### src/rtl/alu_pkg.sv
// Shared ALU opcode constants, FSM states and one-hot helper.
// Imported by the sequencer, its decoder and the control unit.
package alu_pkg;

    localparam int CTRL_W = 12;

    localparam logic [3:0] OP_ADD = 4'd0;
    localparam logic [3:0] OP_SUB = 4'd1;
    localparam logic [3:0] OP_MUL = 4'd2;
    localparam logic [3:0] OP_DIV = 4'd3;
    localparam logic [3:0] OP_SHR = 4'd4;
    localparam logic [3:0] OP_SHL = 4'd5;
    localparam logic [3:0] OP_ROR = 4'd6;
    localparam logic [3:0] OP_ROL = 4'd7;
    localparam logic [3:0] OP_AND = 4'd8;
    localparam logic [3:0] OP_OR  = 4'd9;
    localparam logic [3:0] OP_NEG = 4'd10;
    localparam logic [3:0] OP_NOT = 4'd11;

    localparam logic [3:0] NUM_OPS = 4'd12;

    typedef enum logic [1:0] {
        ST_IDLE,
        ST_EXEC,
        ST_DONE
    } state_t;

    function automatic logic [CTRL_W-1:0] op_onehot(
        input logic [3:0] op
    );
        logic [CTRL_W-1:0] w_one;
        w_one = {{(CTRL_W-1){1'b0}}, 1'b1};
        op_onehot = (op < NUM_OPS) ? (w_one << op) : '0;
    endfunction

endpackage

### src/rtl/alu_op_decode.sv
// Opcode decoder: one-hot ALU select, settle-cycle count and
// legality (unknown opcode or divide by zero is illegal).
module alu_op_decode
    import alu_pkg::*;
#(
    parameter int MUL_WAIT  = 2,
    parameter int DIV_WAIT  = 4,
    parameter int BASE_WAIT = 0
) (
    input  logic [3:0]        i_op,
    input  logic              i_b_zero,
    output logic [CTRL_W-1:0] o_onehot,
    output logic [3:0]        o_wait,
    output logic              o_legal
);

    always_comb begin
        o_onehot = op_onehot(i_op);
        o_legal  = (i_op < NUM_OPS)
                && !((i_op == OP_DIV) && i_b_zero);
        o_wait   = 4'(BASE_WAIT);
        if (i_op == OP_MUL) begin
            o_wait = 4'(MUL_WAIT);
        end else if (i_op == OP_DIV) begin
            o_wait = 4'(DIV_WAIT);
        end
    end

endmodule

### src/rtl/alu_sequencer.sv
// Multi-cycle ALU sequencer: drives ALUControl for one op at a time,
// waits the op's settle cycles, then latches results and flags.
module alu_sequencer
    import alu_pkg::*;
#(
    parameter int MUL_WAIT  = 2,
    parameter int DIV_WAIT  = 4,
    parameter int BASE_WAIT = 0
) (
    input  logic              clock,
    input  logic              reset,
    input  logic              start,
    input  logic [3:0]        op,
    input  logic [31:0]       a_in,
    input  logic [31:0]       b_in,
    output logic [CTRL_W-1:0] alu_ctrl,
    output logic [31:0]       alu_a,
    output logic [31:0]       alu_b,
    input  logic [31:0]       alu_zlow,
    input  logic [31:0]       alu_zhigh,
    output logic [31:0]       zlow_out,
    output logic [31:0]       zhigh_out,
    output logic              zero_flag,
    output logic              neg_flag,
    output logic              busy,
    output logic              done,
    output logic              err
);

    state_t            r_state;
    logic [CTRL_W-1:0] r_ctrl;
    logic [31:0]       r_a;
    logic [31:0]       r_b;
    logic [3:0]        r_cnt;
    logic [31:0]       r_zlow;
    logic [31:0]       r_zhigh;
    logic              r_err;

    state_t            w_state_nxt;
    logic [CTRL_W-1:0] w_ctrl_nxt;
    logic [31:0]       w_a_nxt;
    logic [31:0]       w_b_nxt;
    logic [3:0]        w_cnt_nxt;
    logic [31:0]       w_zlow_nxt;
    logic [31:0]       w_zhigh_nxt;
    logic              w_err_nxt;

    logic [CTRL_W-1:0] w_onehot;
    logic [3:0]        w_wait;
    logic              w_legal;

    alu_op_decode #(
        .MUL_WAIT  (MUL_WAIT),
        .DIV_WAIT  (DIV_WAIT),
        .BASE_WAIT (BASE_WAIT)
    ) u_dec (
        .i_op     (op),
        .i_b_zero (b_in == 32'd0),
        .o_onehot (w_onehot),
        .o_wait   (w_wait),
        .o_legal  (w_legal)
    );

    always_ff @(posedge clock) begin
        if (reset) begin
            r_state <= ST_IDLE;
            r_ctrl  <= '0;
            r_a     <= '0;
            r_b     <= '0;
            r_cnt   <= '0;
            r_zlow  <= '0;
            r_zhigh <= '0;
            r_err   <= 1'b0;
        end else begin
            r_state <= w_state_nxt;
            r_ctrl  <= w_ctrl_nxt;
            r_a     <= w_a_nxt;
            r_b     <= w_b_nxt;
            r_cnt   <= w_cnt_nxt;
            r_zlow  <= w_zlow_nxt;
            r_zhigh <= w_zhigh_nxt;
            r_err   <= w_err_nxt;
        end
    end

    always_comb begin
        w_state_nxt = r_state;
        w_ctrl_nxt  = r_ctrl;
        w_a_nxt     = r_a;
        w_b_nxt     = r_b;
        w_cnt_nxt   = r_cnt;
        w_zlow_nxt  = r_zlow;
        w_zhigh_nxt = r_zhigh;
        w_err_nxt   = r_err;
        unique case (r_state)
            ST_IDLE: begin
                if (start) begin
                    // Rejected requests leave the ALU inputs untouched.
                    if (w_legal) begin
                        w_ctrl_nxt  = w_onehot;
                        w_a_nxt     = a_in;
                        w_b_nxt     = b_in;
                        w_cnt_nxt   = w_wait;
                        w_state_nxt = ST_EXEC;
                    end else begin
                        w_err_nxt   = 1'b1;
                        w_state_nxt = ST_DONE;
                    end
                end
            end
            ST_EXEC: begin
                if (r_cnt != 4'd0) begin
                    w_cnt_nxt = r_cnt - 4'd1;
                end else begin
                    w_zlow_nxt  = alu_zlow;
                    w_zhigh_nxt = alu_zhigh;
                    w_err_nxt   = 1'b0;
                    w_state_nxt = ST_DONE;
                end
            end
            ST_DONE: begin
                w_state_nxt = ST_IDLE;
            end
            default: begin
                w_state_nxt = ST_IDLE;
            end
        endcase
    end

    assign alu_ctrl  = (r_state == ST_EXEC) ? r_ctrl : '0;
    assign alu_a     = r_a;
    assign alu_b     = r_b;
    assign zlow_out  = r_zlow;
    assign zhigh_out = r_zhigh;
    assign zero_flag = (r_zlow == 32'd0);
    assign neg_flag  = r_zlow[31];
    assign busy      = (r_state != ST_IDLE);
    assign done      = (r_state == ST_DONE);
    assign err       = done && r_err;

endmodule

### config.mk
export PLATFORM = sky130hd
export DESIGN_NAME = alu_sequencer
export DESIGN_NICKNAME = d
export VERILOG_FILES = /design/src/rtl/alu_pkg.sv /design/src/rtl/alu_op_decode.sv /design/src/rtl/alu_sequencer.sv
export SDC_FILE = /design/constraint.sdc
export NUM_CORES = 1
export LEC_CHECK = 0
export ABC_AREA = 1
export CAP_MARGIN = 25
export CORE_MARGIN = 2
export CORE_UTILIZATION = 35
export DETAILED_ROUTE_END_ITERATION = 6
export PLACE_DENSITY = 0.76
export SYNTH_ARGS = -nofsm -noshare
export SYNTH_HDL_FRONTEND = slang
export SYNTH_SLANG_ARGS = --single-unit
export TNS_END_PERCENT = 100
### constraint.sdc
create_clock -name clock -period 3.2 [get_ports clock]
set_clock_uncertainty 0.05 [all_clocks]
set_input_delay 0.64 -clock clock [delete_from_list [all_inputs] [get_ports clock]]
set_output_delay 0.64 -clock clock [all_outputs]
set_load 0.01 [all_outputs]
Word-level counts from Yosys, hierarchy flattened
Index checks and enable logic that the tools add are counted.
W data, S select, Z words.

word-level totals
  bits in registers = 147
  output and inout bits = 145
  input port bits = 135
  logic and storage cells = 52

operators by class
  bitwise logic cells = 1
  reduce and logical (&&, ||, !) cells = 15
  add/sub/neg operators = 1
  magnitude comparators = 1
  multiplexer cells = 16
  shift-type cells = 1
  eq/ne operators = 9

operators by type and width
  cell                    count
  $logic_not A32 Y1       2
  $mux W12                2
  $mux W4                 4
  $shl A1 B4 Y12 const A  1
  $eq A4 B2 Y1 const B    2
  $ne A2 B2 Y1 const B    4
  $pmux W4 S2             1
  $reduce_and A4 Y1       2
  $mux W2                 3
  $lt A4 B4 Y1 const B    1
  $pmux W2 S2             1
  $reduce_and A2 Y1       2
  $reduce_bool A2 Y1      2
  $reduce_bool A4 Y1      1
  $sub A4 B1 Y4 const B   1
  $logic_and A1 B1 Y1     3
  $mux W1                 3
  $mux W3                 1
  $reduce_and A3 Y1       1
  $eq A2 B1 Y1 const B    1
  $eq A2 B2 Y1 const B    1
  $logic_not A2 Y1        1
  $ne A2 B1 Y1 const B    1
  $pmux W1 S2             1
  other kinds (2)         2

Logic depth before layout (Yosys ltp)
Gate-level depths: netlist (run 1).

  word-level depth = 7
  mapped depth = 11
  gate-level depth less buffers = 10

By module
A second synthesis (run 1) with hierarchy kept.

unflattened totals
  cell total of the unflattened synthesis = 756
  area total of the unflattened synthesis = 5676.7 um^2

modules (own cells, without submodules)
  module         sequential area each (um^2)  area each (um^2)  cells an instance  instances
  alu_sequencer  2942.8                       5535.3            722                1
  alu_op_decode  0.0                          141.4             34                 1

Worst setup path before layout (run 1)
No wires, ideal clock.

  path type = input-to-reg
  start = input b_in[18]
  end = register r_b[10], in the netlist alu_b[10]
  arrival time = 1607 ps
  setup time = 140 ps
  cell stages on the path = 10
  setup slack = 1402 ps
  buffers on the path = 2
  required time = 3010 ps
  cell sequence = nor2_1 -> nand2_1 -> nor2_1 -> nand3_2 -> o21bai_2 -> nor2_2 -> buf_4 -> buf_4 -> nand2_1 -> a21oi_2

between the ends
  longest elaborated chain between the ends = 5

ends and longest elaborated chain
  item                         line                 RTL
  from (decl)                  alu_sequencer.sv:15  input logic [31:0] b_in,
  $logic_not A32 Y1            alu_sequencer.sv:58  .i_b_zero (b_in == 32'd0),
  $logic_and A1 B1 Y1          alu_op_decode.sv:20  && !((i_op == OP_DIV) && i_b_zero);
  $logic_not A1 Y1             alu_op_decode.sv:20
  $logic_and A1 B1 Y1          alu_op_decode.sv:20
  $reduce_and A3 Y1 (no line)  -
  to (signal assigned)         alu_sequencer.sv:78  r_b <= w_b_nxt;
  to (decl)                    alu_sequencer.sv:33  logic [31:0] r_b;

No other way between the ends.
A chain may end at the register's enable or synchronous reset.

Final worst setup path (run 1)
  start = register r_state[0]
  end = output alu_ctrl[3]

between the ends
  longest elaborated chain between the ends = 2

ends and longest elaborated chain
  item                    line                  RTL
  from (decl)             alu_sequencer.sv:30   state_t r_state;
  from (signal assigned)  alu_sequencer.sv:75   r_state <= w_state_nxt;
  $eq A2 B1 Y1            alu_sequencer.sv:130  assign alu_ctrl = (r_state == ST_EXEC) ? r_ctrl : '0;
  $mux W12                alu_sequencer.sv:130
  to (decl)               alu_sequencer.sv:16   output logic [CTRL_W-1:0] alu_ctrl,

No other way between the ends.

==> results.sh, run 1 <==
export IMPL_synth_sequential_area_ratio_pct=51.81
export IMPL_result_of_the_run="finished, final reports clean"
export IMPL_antenna_found_initial=0
export IMPL_via_count=5826
export IMPL_drt_antenna_violating_nets=0
export IMPL_grt_overflow=0
export IMPL_synth_top_cell_by_area="sky130_fd_sc_hd__dfxtp_1"
export IMPL_io_buffers=279
export IMPL_synthTopCellsByArea="sky130_fd_sc_hd__dfxtp_1, sky130_fd_sc_hd__nor2_1, sky130_fd_sc_hd__nand2_1"
export IMPL_pin_count=280
export IMPL_grt_max_degree=79
export IMPL_placementRows=46
export IMPL_critical_path_endpoint_type="output port"
export IMPL_power_density_nw_per_um2=584.8
export IMPL_post_cts_buffers=0
export IMPL_required_ns=2.51
export IMPL_wire_per_inst_um=13.66
export IMPL_cells_after_synthesis=767
export IMPL_cts_resized=0
export IMPL_tritoncts_num_buffers=17
export IMPL_power_leakage_nw=3.589
export IMPL_worst_pin_slew_ns=0.9019
export IMPL_critical_path_class="reg -> out"
export IMPL_clockRootBuffer="sky130_fd_sc_hd__clkbuf_16"
export IMPL_detailedPlacementHpwl_mm=11.75
export IMPL_ys_flop_type="sky130_fd_sc_hd__dfxtp_1"
export IMPL_synth_area_per_cell_um2=7.406
export IMPL_post_drt_via_cell_ratio=4.639
export IMPL_die_area_um2=17260
export IMPL_edff_count_synth=0
export IMPL_cts_reportedPaths_clkPinSlew_ns=0.06
export IMPL_ctsHtreeMaxLevel=4
export IMPL_slew_limit_headroom_pct=39.87
export IMPL_die_h_um=131.4
export IMPL_final_net_count=1163
export IMPL_cts_tree="yes"
export IMPL_area_growth_synth_to_final_pct=63.41
export IMPL_setup_viol=0
export IMPL_period_needed_ns=2.728
export IMPL_start_util_pct=35.76
export IMPL_ys_seq_elements=147
export IMPL_drc_errors_left=0
export IMPL_synth_most_common_cell="sky130_fd_sc_hd__nor2_1"
export IMPL_first_iter_violations=278
export IMPL_reg2reg_slack_ns=1.08
export IMPL_clock_fmax_mhz=366.5
export IMPL_layout_drive_gt1_share_pct=7.212
export IMPL_worst_path_max_fanout=17
export IMPL_wl_mm=17.15
export IMPL_synth_yosys_warnings=0
export IMPL_post_synthesis_instance_area_um2=5680
export IMPL_postLayoutCoreUtil_pct=58.44
export IMPL_totalNegativeSetupSlack_ns=0
export IMPL_worstSkewPairLatency_ns=0.41
export IMPL_worst_endpoint_arrival_ns=2.04
export IMPL_synth_common_cells="sky130_fd_sc_hd__nor2_1, sky130_fd_sc_hd__nand2_1, sky130_fd_sc_hd__dfxtp_1, sky130_fd_sc_hd__a21oi_1, sky130_fd_sc_hd__o21ai_0"
export IMPL_num_antenna_cells=0
export IMPL_vias_in_the_first_global_route=5636
export IMPL_power_ir_vdd_worst_mv=0.3329
export IMPL_finalWeightedCongestion=0.8178
export IMPL_rsz_0062_raised_after_global_routing="no"
export IMPL_hold_buffers=0
export IMPL_hold_path_class="reg -> reg"
export IMPL_mappedNetlistNets=903
export IMPL_min_period_over_period_pct=85.26
export IMPL_report_final_slew_viol_count=0
export IMPL_cts_buffer_depth=2
export IMPL_asyncSetResetFlopFracSynth_pct=0
export IMPL_clock_sinks=147
export IMPL_die_width_um=131.4
export IMPL_placeable_core_region_um2=15890
export IMPL_hold_viol_final=0
export IMPL_max_cap_violations=0
export IMPL_worst_setup_path_start_kind="flop"
export IMPL_dr_pass1_iters=5
export IMPL_synth_top_area_share_pct=51.81
export IMPL_synth_cell_types=28
export IMPL_grt_first_pass_wirelength_mm=27.86
export IMPL_track_usage_pct=19.77
==> routing by layer <==
| metal | wire (um) | global-route usage (%) | up-vias | part of all wire (%) |
|---|---|---|---|---|
| met5 | 0 | 0 | - | 0 |
| li1 | - | - | 2959 | - |
| met3 | 1689 | 8.835 | 25 | 9.8 |
| met1 | 7289 | 23.05 | 2610 | 42 |
| met4 | 361 | 7.971 | 0 | 2.1 |
| met2 | 7812 | 31.78 | 232 | 46 |
==> metrics by stage <==
step           cell area [um^2]  cells  hold WS [ns]  power [mW]  setup WS [ns]
2_1_floorplan              5680    767        0.3821       2.606          1.402
3_3_place_gp               8618   1224        0.3959       3.201         0.5879
3_5_place_dp               8618   1224        0.3977       3.210         0.5517
4_1_cts                    9283   1256        0.4069       5.486         0.4548
5_1_grt                    9283   1256        0.4313       5.681         0.2849
6_report                   9283   1256        0.4055       5.429         0.4717
==> layout make-up <==
class,count,area (um^2)
Clock inverter,13,231.5
Inverter,28,105.1
Multi-Input combinational cell,544,2412
Tap cell,216,270.3
Sequential cell,147,2943
Timing Repair Buffer,289,2888
Clock buffer,19,432.9
Fill cell,1422,6603
==> final timing paths <==
path | from | to | cells past startpoint
worst max-delay path | r_state[0] | alu_ctrl[3] | 3
worst min-delay path | r_err | r_err | 2
worst max register to register | r_state[1] | zlow_out[27] | 7
worst min register to register | r_err | r_err | 2
==> flip-flops by register name, summed over array words and instances, names as in the netlist <==
| name | count |
|---|---|
| alu_b | 32 |
| r_cnt | 4 |
| r_state | 2 |
| zlow_out | 32 |
| alu_a | 32 |
| r_ctrl | 12 |
| r_err | 1 |
| zhigh_out | 32 |
==> cell families (layout without fill, tap and decap cells) <==
group	Yosys count	count (layout)	share of synthesized area, %
compound gates	145	145	13.55
simple gates	397	397	28.33
buf+inv	76	349	5.947
flops	147	147	51.81
xor+xnor	1	1	0.1542
fa+ha+maj	1	1	0.2202
==> power by group <==
group,internal [mW],switching [mW]
sequential,1.99,0.104
clock,1.46,0.793
combinational,0.563,0.510
==> cells in the final DEF, fill, tap and decap left out, drive strengths merged <==
cell	n
a21oi	77
buf	11
bufinv	6
clkbuf	19
clkdlybuf4s50	278
clkinv	4
clkinvlp	2
dfxtp	147
ha	1
inv	29
nand2	184
nand3	8
nand4	2
nor2	186
nor3	8
nor4	8
o21ai	67
o21bai	1
or2	1
xnor2	1
==> worst max-delay path, cell delays in order, from the launching register on <==
cell,delay (ns)
sky130_fd_sc_hd__dfxtp_1,0.40
sky130_fd_sc_hd__nand2_1,0.40
sky130_fd_sc_hd__nor2_1,0.22
sky130_fd_sc_hd__clkdlybuf4s50_1,0.60
Note: power is estimated with default switching activity, not from simulation.
==> run 2, diff against run 1 <==
--- a/config.mk
+++ b/config.mk
@@ -5,12 +5,12 @@
 export SDC_FILE = /design/constraint.sdc
 export NUM_CORES = 1
 export LEC_CHECK = 0
-export ABC_AREA = 1
 export CAP_MARGIN = 25
 export CORE_MARGIN = 2
 export CORE_UTILIZATION = 35
 export DETAILED_ROUTE_END_ITERATION = 6
-export PLACE_DENSITY = 0.76
+export MAX_ROUTING_LAYER = met4
+export PLACE_DENSITY = 0.75
 export SYNTH_ARGS = -nofsm -noshare
 export SYNTH_HDL_FRONTEND = slang
 export SYNTH_SLANG_ARGS = --single-unit
==> results.sh, run 2 <==
export IMPL_result_of_the_run="finished, final reports clean"
export IMPL_p_seq_share_pct=39.4
export IMPL_asyncSetResetFlopFracSynth_pct=0
export IMPL_synth_top_cell_by_area="sky130_fd_sc_hd__dfxtp_1"
export IMPL_cells_after_synthesis=701
export IMPL_start_util_pct=35.94
export IMPL_worst_path_max_fanout=13
export IMPL_layout_drive_gt1_share_pct=17.84
export IMPL_layout_cell_area_non_filler_um2=9612
export IMPL_clock_fmax_mhz=359.5
export IMPL_cts_reportedPaths_clkPinSlew_ns=0.06
export IMPL_die_width_um=134.7
export IMPL_post_drt_via_cell_ratio=4.765
export IMPL_wire_per_inst_um=14.87
export IMPL_hold_viol_final=0
export IMPL_die_area_um2=18150
export IMPL_dr_pass1_iters=4
export IMPL_post_dp_cell_area_um2=8955
export IMPL_setup_viol=0
export IMPL_power_density_nw_per_um2=529.8
export IMPL_drt_antenna_violating_nets=0
export IMPL_io_buffers=279
export IMPL_clock_sinks=147
export IMPL_placementRows=47
export IMPL_cts_tree="yes"
export IMPL_ys_seq_elements=147
export IMPL_synthTopCellsByArea="sky130_fd_sc_hd__dfxtp_1, sky130_fd_sc_hd__nand2_1, sky130_fd_sc_hd__a21oi_2"
export IMPL_critical_path_class="reg -> out"
export IMPL_internal_power_mw=3.829
export IMPL_worst_pin_slew_ns=0.6730
export IMPL_placed_cells_incl_taps=1170
export IMPL_slowest_stage="sky130_fd_sc_hd__clkdlybuf4s50_1"
export IMPL_hold_path_class="reg -> reg"
export IMPL_tritoncts_num_buffers=17
export IMPL_cts_buffer_depth=2
export IMPL_power_combinational_fraction_pct=17.3
export IMPL_slew_limit_headroom_pct=55.13
export IMPL_grt_overflow=0
export IMPL_rsz_0062_raised_after_global_routing="no"
export IMPL_ctsHtreeMaxLevel=4
export IMPL_cts_resized=0
export IMPL_highest_count_cells_in_the_layout_ignoring_fill_and_taps="sky130_fd_sc_hd__clkdlybuf4s50_1, sky130_fd_sc_hd__nand2_1, sky130_fd_sc_hd__dfxtp_1"
export IMPL_fin_total_pwr_mw=5.092
export IMPL_grt_max_degree=73
export IMPL_placeable_core_region_um2=16640
export IMPL_via_count=5723
export IMPL_mappedNetlistNets=837
export IMPL_layout_commonest_cell="sky130_fd_sc_hd__clkdlybuf4s50_1"
export IMPL_totalNegativeSetupSlack_ns=0
export IMPL_synth_common_cells="sky130_fd_sc_hd__nand2_1, sky130_fd_sc_hd__dfxtp_1, sky130_fd_sc_hd__a21oi_1, sky130_fd_sc_hd__a21oi_2, sky130_fd_sc_hd__nand2_2"
export IMPL_power_leakage_nw=3.341
export IMPL_hold_buffers=0
export IMPL_required_ns=2.51
export IMPL_vias_in_the_first_global_route=5551
export IMPL_drc_errors_left=0
export IMPL_crit_path_cell_trace="inv_1 > nor2_1 > buf_4 > and2_1 > clkdlybuf4s50_1"
export IMPL_area_growth_synth_to_final_pct=60.68
export IMPL_synth_top_area_share_pct=49.19
export IMPL_die_h_um=134.7
export IMPL_num_antenna_cells=0
export IMPL_period_needed_ns=2.782
export IMPL_critical_path_endpoint_type="output port"
export IMPL_synth_cell_types=37
export IMPL_p_sw_share_pct=24.81
export IMPL_edff_count_synth=0
export IMPL_worst_endpoint_arrival_ns=2.09
export IMPL_netSwitchingPower_mw=1.264
export IMPL_wl_mm=17.86
export IMPL_detailedPlacementHpwl_mm=12.61
export IMPL_worst_setup_path_start_kind="flop"
export IMPL_min_period_over_period_pct=86.93
export IMPL_report_final_slew_viol_count=0
export IMPL_synth_area_per_cell_um2=8.534
export IMPL_antenna_found_initial=0
export IMPL_clockRootBuffer="sky130_fd_sc_hd__clkbuf_16"
export IMPL_finalNonFillerCells=1201
export IMPL_synth_yosys_warnings=0
export IMPL_track_usage_pct=20.21
export IMPL_power_ir_vdd_worst_mv=0.3640
export IMPL_finalWeightedCongestion=0.8391
export IMPL_post_cts_buffers=0
export IMPL_critical_path_max_stage_delay_ns=0.57
export IMPL_synth_sequential_area_ratio_pct=49.19
export IMPL_final_net_count=1105
export IMPL_max_cap_violations=0
export IMPL_pin_count=280
export IMPL_worstSkewPairLatency_ns=0.41
export IMPL_ys_flop_type="sky130_fd_sc_hd__dfxtp_1"
export IMPL_synth_most_common_cell="sky130_fd_sc_hd__nand2_1"
export IMPL_first_iter_violations=218
export IMPL_grt_first_pass_wirelength_mm=28.17
export IMPL_post_synthesis_instance_area_um2=5982
export IMPL_clock_power_share_pct=43.2
==> run 2: changes by cell type in the layout (fill, tap and decap cells not counted), sizes merged, moves of 3 or more <==
cell,change
o41ai,+3
buf,+10
nand2b,+4
and2,+12
a21oi,+61
nand3,-7
inv,-23
o31ai,+10
o21ai,-64
nor4,+10
nor2,-174
nand2,+82
nor3,-4
nand3b,+8
==> run 2: per-layer routing <==
layer	share of wire (%)	global-route usage (%)	vias up
li1	-	-	2868
met3	9.9	7.057	24
met5	0	-	-
met1	42	23.70	2604
met4	1.8	8.070	0
met2	46	31.73	227
==> run 2: cell type report <==
| class | instances | area, um^2 |
|---|---|---|
| Inverter | 5 | 18.77 |
| Tap cell | 220 | 275.3 |
| Sequential cell | 147 | 2943 |
| Clock buffer | 19 | 452.9 |
| Timing Repair Buffer | 299 | 3019 |
| Clock inverter | 12 | 203.9 |
| Multi-Input combinational cell | 499 | 2699 |
| Fill cell | 1524 | 7030 |
==> run 2: final timing paths <==
| check | start | end | slack, ns | cells past startpoint |
|---|---|---|---|---|
| min | r_ctrl[1] | r_ctrl[1] | 0.40 | 2 |
| max | r_state[0] | alu_ctrl[0] | 0.42 | 5 |
| max reg2reg | r_state[0] | r_ctrl[1] | 1.16 | 6 |
| min reg2reg | r_ctrl[1] | r_ctrl[1] | 0.40 | 2 |
==> run 2: cells by family (layout without fill, tap and decap cells) <==
logic type	Yosys count	in the layout	share of synthesized area (%)
compound gates	158	158	18.22
flops	147	147	49.19
simple gates	340	340	26.54
buf+inv	55	335	5.836
fa+ha+maj	1	1	0.2091
==> run 2: stage by stage <==
step           hold slack (ns)  setup WS (ns)  utilization [%]
5_1_grt                 0.4195         0.1715            57.76
3_5_place_dp            0.3937         0.1778            53.81
2_1_floorplan           0.3773          1.011                -
4_1_cts                 0.4042         0.3575            57.76
3_3_place_gp            0.3862         0.1847            53.81
6_report                0.3981         0.4181            57.76
==> run 2: power by group through the flow <==
stage | combinational (mW) | sequential (mW) | clock, mW
after floorplan | 0.376 | 2.08 | 0
after global placement | 0.883 | 2.05 | 0
after detailed placement | 0.886 | 2.05 | 0
after CTS | 0.891 | 2.01 | 2.26
after global routing | 0.957 | 2.02 | 2.33
final | 0.882 | 2.01 | 2.20
==> run 2: worst max-delay path: cells and delay by family (launching register included) <==
| family | cells | cell delay (ns) |
|---|---|---|
| buffers and inverters | 3 | 0.91 |
| flip-flops | 1 | 0.52 |
| AND/OR/NAND/NOR | 2 | 0.24 |
